**config.mk**
```make
export PLATFORM = sky130hd
export DESIGN_NAME = cursor_move_ctrl
export DESIGN_NICKNAME = d
export VERILOG_FILES = /design/src/rtl/cursor_move_ctrl.sv
export SDC_FILE = /design/constraint.sdc
export NUM_CORES = 1
export LEC_CHECK = 0
export ABC_AREA = 1
export ABC_CLOCK_PERIOD_IN_PS = 3850
export BUFFER_PORTS_ARGS = -buffer_cell sky130_fd_sc_hd__buf_2
export CAP_MARGIN = 20
export CELL_PAD_IN_SITES_DETAIL_PLACEMENT = 1
export CELL_PAD_IN_SITES_GLOBAL_PLACEMENT = 1
export CORE_ASPECT_RATIO = 0.5
export CORE_UTILIZATION = 30
export CTS_CLUSTER_DIAMETER = 80
export DETAILED_ROUTE_END_ITERATION = 10
export HOLD_SLACK_MARGIN = 0.12
export PLACE_DENSITY = 0.62
export SLEW_MARGIN = 10
export SYNTH_ARGS = -nofsm -noshare
export SYNTH_HDL_FRONTEND = slang
export SYNTH_SLANG_ARGS = --single-unit
export TNS_END_PERCENT = 10
```
**constraint.sdc**
```tcl
create_clock -name clk -period 3.85 [get_ports clk]
set_input_delay 0.385 -clock clk [delete_from_list [all_inputs] [get_ports clk]]
set_output_delay 0.385 -clock clk [all_outputs]
set_load 0.02 [all_outputs]
```
**src/rtl/cursor_move_ctrl.sv**
```systemverilog
// Cursor tile sequencer: validates keyboard moves against the 10x6 tile map,
// commits legal moves on a frame boundary, then holds off input for a terrain cooldown.
module cursor_move_ctrl #(
  parameter int unsigned START_H  = 1,
  parameter int unsigned START_V  = 1,
  parameter int unsigned PATH_CD  = 4,
  parameter int unsigned WATER_CD = 8
) (
  input  logic       clk,
  input  logic       rst_n,
  input  logic       key_valid,
  input  logic [1:0] key_dir,
  output logic       key_ready,
  input  logic       frame_start,
  output logic [3:0] curAh,
  output logic [3:0] curAv,
  output logic       move_ok,
  output logic       move_blocked,
  output logic       busy
);

  typedef enum logic [1:0] {StIdle, StCheck, StWaitFrame, StCooldown} state_e;

  state_e     state_q, state_d;
  logic [1:0] dir_q;
  logic [3:0] tgt_h_q, tgt_v_q, tgt_cd_q;
  logic [3:0] cd_q;
  logic [4:0] th, tv;
  logic       t_water, t_legal;
  logic       commit, blocked;

  // 5-bit arithmetic: stepping below 0 wraps to 31, which the range check rejects.
  always_comb begin
    th = {1'b0, curAh};
    tv = {1'b0, curAv};
    unique case (dir_q)
      2'd0: tv = {1'b0, curAv} - 5'd1;
      2'd1: tv = {1'b0, curAv} + 5'd1;
      2'd2: th = {1'b0, curAh} - 5'd1;
      2'd3: th = {1'b0, curAh} + 5'd1;
      default: ;
    endcase
    t_water = (th % 5'd3) == 5'd0;
    t_legal = (th <= 5'd9) && (tv <= 5'd5) && (t_water || (tv[1:0] != 2'b00));
  end

  always_comb begin
    state_d = state_q;
    commit  = 1'b0;
    blocked = 1'b0;
    unique case (state_q)
      StIdle: if (key_valid) state_d = StCheck;
      StCheck: begin
        if (t_legal) begin
          state_d = StWaitFrame;
        end else begin
          state_d = StIdle;
          blocked = 1'b1;
        end
      end
      StWaitFrame: begin
        if (frame_start) begin
          commit  = 1'b1;
          state_d = (tgt_cd_q == 4'd0) ? StIdle : StCooldown;
        end
      end
      StCooldown: if (frame_start && cd_q == 4'd1) state_d = StIdle;
      default: state_d = StIdle;
    endcase
  end

  always_ff @(posedge clk or negedge rst_n) begin
    if (!rst_n) begin
      state_q      <= StIdle;
      dir_q        <= 2'd0;
      tgt_h_q      <= 4'd0;
      tgt_v_q      <= 4'd0;
      tgt_cd_q     <= 4'd0;
      cd_q         <= 4'd0;
      curAh        <= 4'(START_H);
      curAv        <= 4'(START_V);
      move_ok      <= 1'b0;
      move_blocked <= 1'b0;
      key_ready    <= 1'b1;
      busy         <= 1'b0;
    end else begin
      state_q      <= state_d;
      move_ok      <= commit;
      move_blocked <= blocked;
      key_ready    <= (state_d == StIdle);
      busy         <= (state_d != StIdle);
      if (state_q == StIdle && key_valid) dir_q <= key_dir;
      if (state_q == StCheck) begin
        tgt_h_q  <= th[3:0];
        tgt_v_q  <= tv[3:0];
        tgt_cd_q <= t_water ? 4'(WATER_CD) : 4'(PATH_CD);
      end
      // The committing frame_start loads the counter; later ones count it down.
      if (commit) begin
        curAh <= tgt_h_q;
        curAv <= tgt_v_q;
        cd_q  <= tgt_cd_q;
      end else if (state_q == StCooldown && frame_start) begin
        cd_q <= cd_q - 4'd1;
      end
    end
  end

endmodule

```
== Word level (Yosys, flattened, before mapping) ==
Cells that the tools add are included.
Word-level totals
  flip-flop bits (word level): 32
  input port bits: 6
  output and inout port bits: 12
  logic and storage cells: 56
Operators by class
  add/sub/neg operators: 5
  div/mod/pow operators: 1
  order comparisons: 2
  equality and inequality tests: 7
  mux-type cells: 15
  reductions and logical operators: 14
Operators by type and width (number)
  5-bit case mux with 2 select lines: 2
  4-bit 2-to-1 mux: 3
  4-bit by 1-bit adder with 5-bit output, second input constant: 2
  2-bit 2-to-1 mux: 5
  4-bit by 1-bit subtractor with 5-bit output, second input constant: 2
  2-bit == test, second input constant: 4
  2-bit case mux with 4 select lines: 1
  2-bit logical NOT: 3
  2-bit nonzero test: 3
  5-bit by 3-bit less-or-equal comparator with 1-bit output, second input constant: 1
  5-bit by 4-bit less-or-equal comparator with 1-bit output, second input constant: 1
  1-bit logical AND: 5
  5-bit logical NOT: 1
  5-bit by 2-bit remainder unit with 5-bit output, second input constant: 1
  2-bit by 1-bit == test with 1-bit output, second input constant: 2
  4-bit by 1-bit == test with 1-bit output, second input constant: 1
  4-bit logical NOT: 1
  1-bit 2-to-1 mux: 4
  4-bit by 1-bit subtractor with 4-bit output, second input constant: 1
  1-bit logical OR: 1

== Logic depth before layout (Yosys ltp) ==
  depth after elaboration: 9
  gate-level depth with buffers: 33
  depth with buffers taken out: 32

== Least setup slack after synthesis ==
OpenSTA, ideal clock, no wires.
  kind: flip-flop to flip-flop
  start point: register dir_q[1]
  end point: register key_ready
  setup time: 0.083 ns
  arrival: 3.958 ns
  required time: 3.767 ns
  setup slack: -0.191 ns
  cell stages (with the launch flop): 34
  path buffers: 1
  period minus slack after synthesis: 4.041 ns
  cell sequence: dfrtp_1 buf_4 nand2_1 ha_1 a21oi_1 nand2_1 nand2_1 nand3_1 nand2_2 ha_1 inv_1 nand3_1 nand2_2 ha_1 nand2_2 nand4_1 nand2_1 nand2_2 nand3_2 nand2_1 and2_1 ha_1 inv_1 nand2_1 a21oi_1 nand2_1 nor2_1 nor2_1 nor2_2 nand2_1 nand2_2 nand3_2 nand2_2 nor2_2
Between the ends
  word-level cells in the longest chain between the ends: 9
  elaborated cells between the ends (all ways): 17
  classes of those cells: 1 x div; 2 x order compare; 3 x eq/ne; 4 x mux; 7 x reduce/logical
Ends and longest elaborated chain
  from (decl): RTL line 25  | logic [1:0] dir_q;
  from (signal assigned): RTL line 92  | if (state_q == StIdle && key_valid) dir_q <= key_dir;
  2-bit == test: RTL line 36  | unique case (dir_q)
  5-bit case mux with 2 select lines *: RTL line 36
  via th[3]: RTL line 28  | logic [4:0] th, tv;
  5-bit by 2-bit remainder unit with 5-bit output: RTL line 43  | t_water = (th % 5'd3) == 5'd0;
  5-bit logical NOT: RTL line 43
  1-bit logical OR: RTL line 44  | t_legal = (th <= 5'd9) && (tv <= 5'd5) && (t_water || (tv[1:0] != 2'b00));
  1-bit logical AND *: RTL line 44
  2-bit 2-to-1 mux *: RTL line 54  | if (t_legal) begin
  2-bit case mux with 4 select lines *: RTL line 51  | unique case (state_q)
  via state_d[1]: RTL line 24  | state_e state_q, state_d;
  2-bit logical NOT *: RTL line 90  | key_ready <= (state_d == StIdle);
  to (signal assigned): RTL line 90
  to (decl): RTL line 13  | output logic key_ready,
Mark *: on every way through the listed nets, which the timed path passes. The rest lies on a longest branch.
A chain may end at the register's enable or synchronous reset.

== Final worst setup path ==
  start point: register dir_q[1]
  end point: register key_ready
Between the ends
  word-level cells in the longest chain between the ends: 9
  elaborated cells between the ends (all ways): 17
  classes of those cells: 1 x div; 2 x order compare; 3 x eq/ne; 4 x mux; 7 x reduce/logical
Ends and longest elaborated chain (RTL line)
  2-bit == test: 36
  5-bit case mux with 2 select lines: 36
  5-bit by 2-bit remainder unit with 5-bit output: 43
  5-bit logical NOT: 43
  1-bit logical OR: 44
  1-bit logical AND *: 44
  2-bit 2-to-1 mux *: 54
  2-bit case mux with 4 select lines *: 51
  via state_d[1]: 24
  2-bit logical NOT *: 90
Marks and branches as above.

==> impl_metrics.toml <==
[critical_path]
cp-startpoint = "dir_q[1]"
r2r-start = "dir_q[1]"
slowest_stage = "fa_2"
crit_arrival_ns = 4.01
worstPathRequired_ns = 4.05
slowest_delay_ns = 0.45
cp_max_fo = 5
crit_path_frequent_cell = "nand2_2"
worstSetupPathType = "flip-flop to flip-flop"
start_kind = "flip-flop"
critPathCaptureType = "flip-flop"

[clock_network]
clock_latency_ns = 0.27
cts_sinks = 30
cts_tree = "done"
clockRootBuffer = "clkbuf_16"
clockBufferDepth = 2
clk_pin_slew_ns = 0.05
cts_buffers = 5
htree_levels = 2

[die]
die_x_um = 122
fp.dieH_um = 61.9
start_util_pct = 31.6
io_pins = 18
core_mm2 = 0.00681
dieArea_mm2 = 0.00754
placementRows = 21

[timing]
fin_crit_sh_pct = 99.0
fin_skew_ns = 0.00145
rsz0062_at_grt = "true"
max_slew_margin_pct = 51.6
drv_slew = 0
setup_viol = 0
tns_ns = 0
fmax_mhz = 262
final-hold-violation-count = 0
worstMarginPinSlew_ns = 0.723
fin_crit_ns = 3.81

[cells_and_area]
utilization_pct = 43.1
final_cell_mix = "nand2_1, inv_1, buf_4, dfrtp_1, o21ai_0"
diodes = 0
nets = 356
synthToLayoutAreaGrowth_pct = 36.2
final_layout_size_suffix_gt1_share_pct = 36.1
final_common_cell = "nand2_1"

[drt]
drc_errors = 0
wl_per_cell_um = 14.4
antenna_left = 0
drt_first_pass_iters = 6
totalWireLength_um = 6170
route.vias.total = 2043
first_iter_violations = 100
vias_per_cell = 4.78

[job]
cap_violations = 0

[grt]
grt-ovfl-total = 0
grt_pass1_wl_um = 10200
grt_max_degree = 31
grt_pass1_vias = 2063
track_usage_pct = 18.0
antenna_found_initial = 0

[yosys]
synth_top_area_share_pct = 31.4
syn_avg_cell_area_um2 = 7.60
synth_cell_types = 36
yosysSeqAreaShare_pct = 35.1
syn_nets = 305
yosysTopAreaCell = "dfrtp_1"
ys.warnings.count = 0
synth.ff_latch_count = 30
synthTopCellsByArea = "dfrtp_1, nand2_1, ha_1"
syn_area_mm2 = 0.00215
syn_inst = 283

[placement]
gp_congestion = 0.808
port_buffers = 17
hpwl_um = 4460

[worst_hold_path]
hp-class = "input port to async pin"

[status]
outcome = "completed"
## stage by stage
stage	instances	area, um2	hold WS [ns]	setup WS [ns]
6_report	427	2930	0.146	0.0381
3_3_place_gp	400	2470	0.466	0.0389
2_1_floorplan	283	2190	0.0894	0.0114
5_1_grt	427	2930	0.200	-0.252
3_5_place_dp	400	2470	0.461	-0.197
4_1_cts	419	2760	0.174	0.000513
## cell families (layout without fill, tap and decap cells)
kind of cell	Yosys count	count (layout)	share of synthesized area [%]
buf+inv	44	96	7.85
fa+ha+maj	16	16	10.0
compound gates	43	43	11.1
xor+xnor	3	3	1.22
flops	30	30	35.1
simple gates	147	147	34.8
## sequential cells by signal (all words and copies together), names as in the netlist
register,flops
cd_q,4
state_q,2
key_ready,1
tgt_v_q,4
curAv,4
tgt_cd_q,2
dir_q,2
move_ok,1
busy,1
tgt_h_q,4
move_blocked,1
curAh,4
## cell usage after synthesis, drive strengths merged
cell type / instances
nand2: 90
inv: 38
nand3: 28
dfrtp: 27
o21ai: 21
nor2: 17
ha: 14
a21oi: 13
nand4: 5
clkbuf: 4
dfstp: 3
fa: 2
nand3b: 2
nor3: 2
o221ai: 2
o22ai: 2
xnor2: 2
a211oi: 1
a21o: 1
a311oi: 1
and2: 1
and3: 1
buf: 1
clkinv: 1
o211ai: 1
o21a: 1
or2: 1
xor2: 1
## worst max-delay path: cells and delay by family, from the launching register on
family | cells | cell delay, ns
AOI/OAI and AO/OA | 2 | 0.29
adders and majority gates | 3 | 0.80
buffers and inverters | 3 | 0.22
DFF | 1 | 0.40
and+or+nand+nor | 24 | 2.02
## worst paths after layout
path | to | slack [ns] | cells after the start
worst max-delay path | key_ready | 0.04 | 32
worst min-delay path | move_ok | 0.15 | 1
worst max register to register | key_ready | 0.04 | 32
worst min register to register | tgt_h_q[3] | 0.49 | 2
max in group asynchronous | cd_q[0] | 3.27 | 1
min in group clk | dir_q[0] | 0.37 | 3
## final cells by class
type	count	area [um2]
fillers	832	3870
well taps	92	115
multi-input cells	209	1410
inverters	39	153
flip-flops and latches	30	754
clock inverters	1	30.0
repair buffers	49	333
clock buffers	7	133
## routing by layer
metal / track usage, % / up-vias / share of wire [%]
met5: 0 / - / 0
met4: 6.53 / 0 / 1.2
met3: 2.83 / 7 / 2.0
met2: 30.3 / 19 / 48
met1: 23.9 / 996 / 49
li1: - / 1021 / -
## timing repair
action | in CTS | in global routing
gates resized for setup | 13 | 23
pin swaps | 9 | 23
hold buffers | 0 | 0
buffers inserted | 11 | 8
endpoints found under the setup margin | 6 | 6
Power is left out: the tool's default activity adds up to more than one toggle a clock period on the data nets, which glitch-free logic cannot reach.
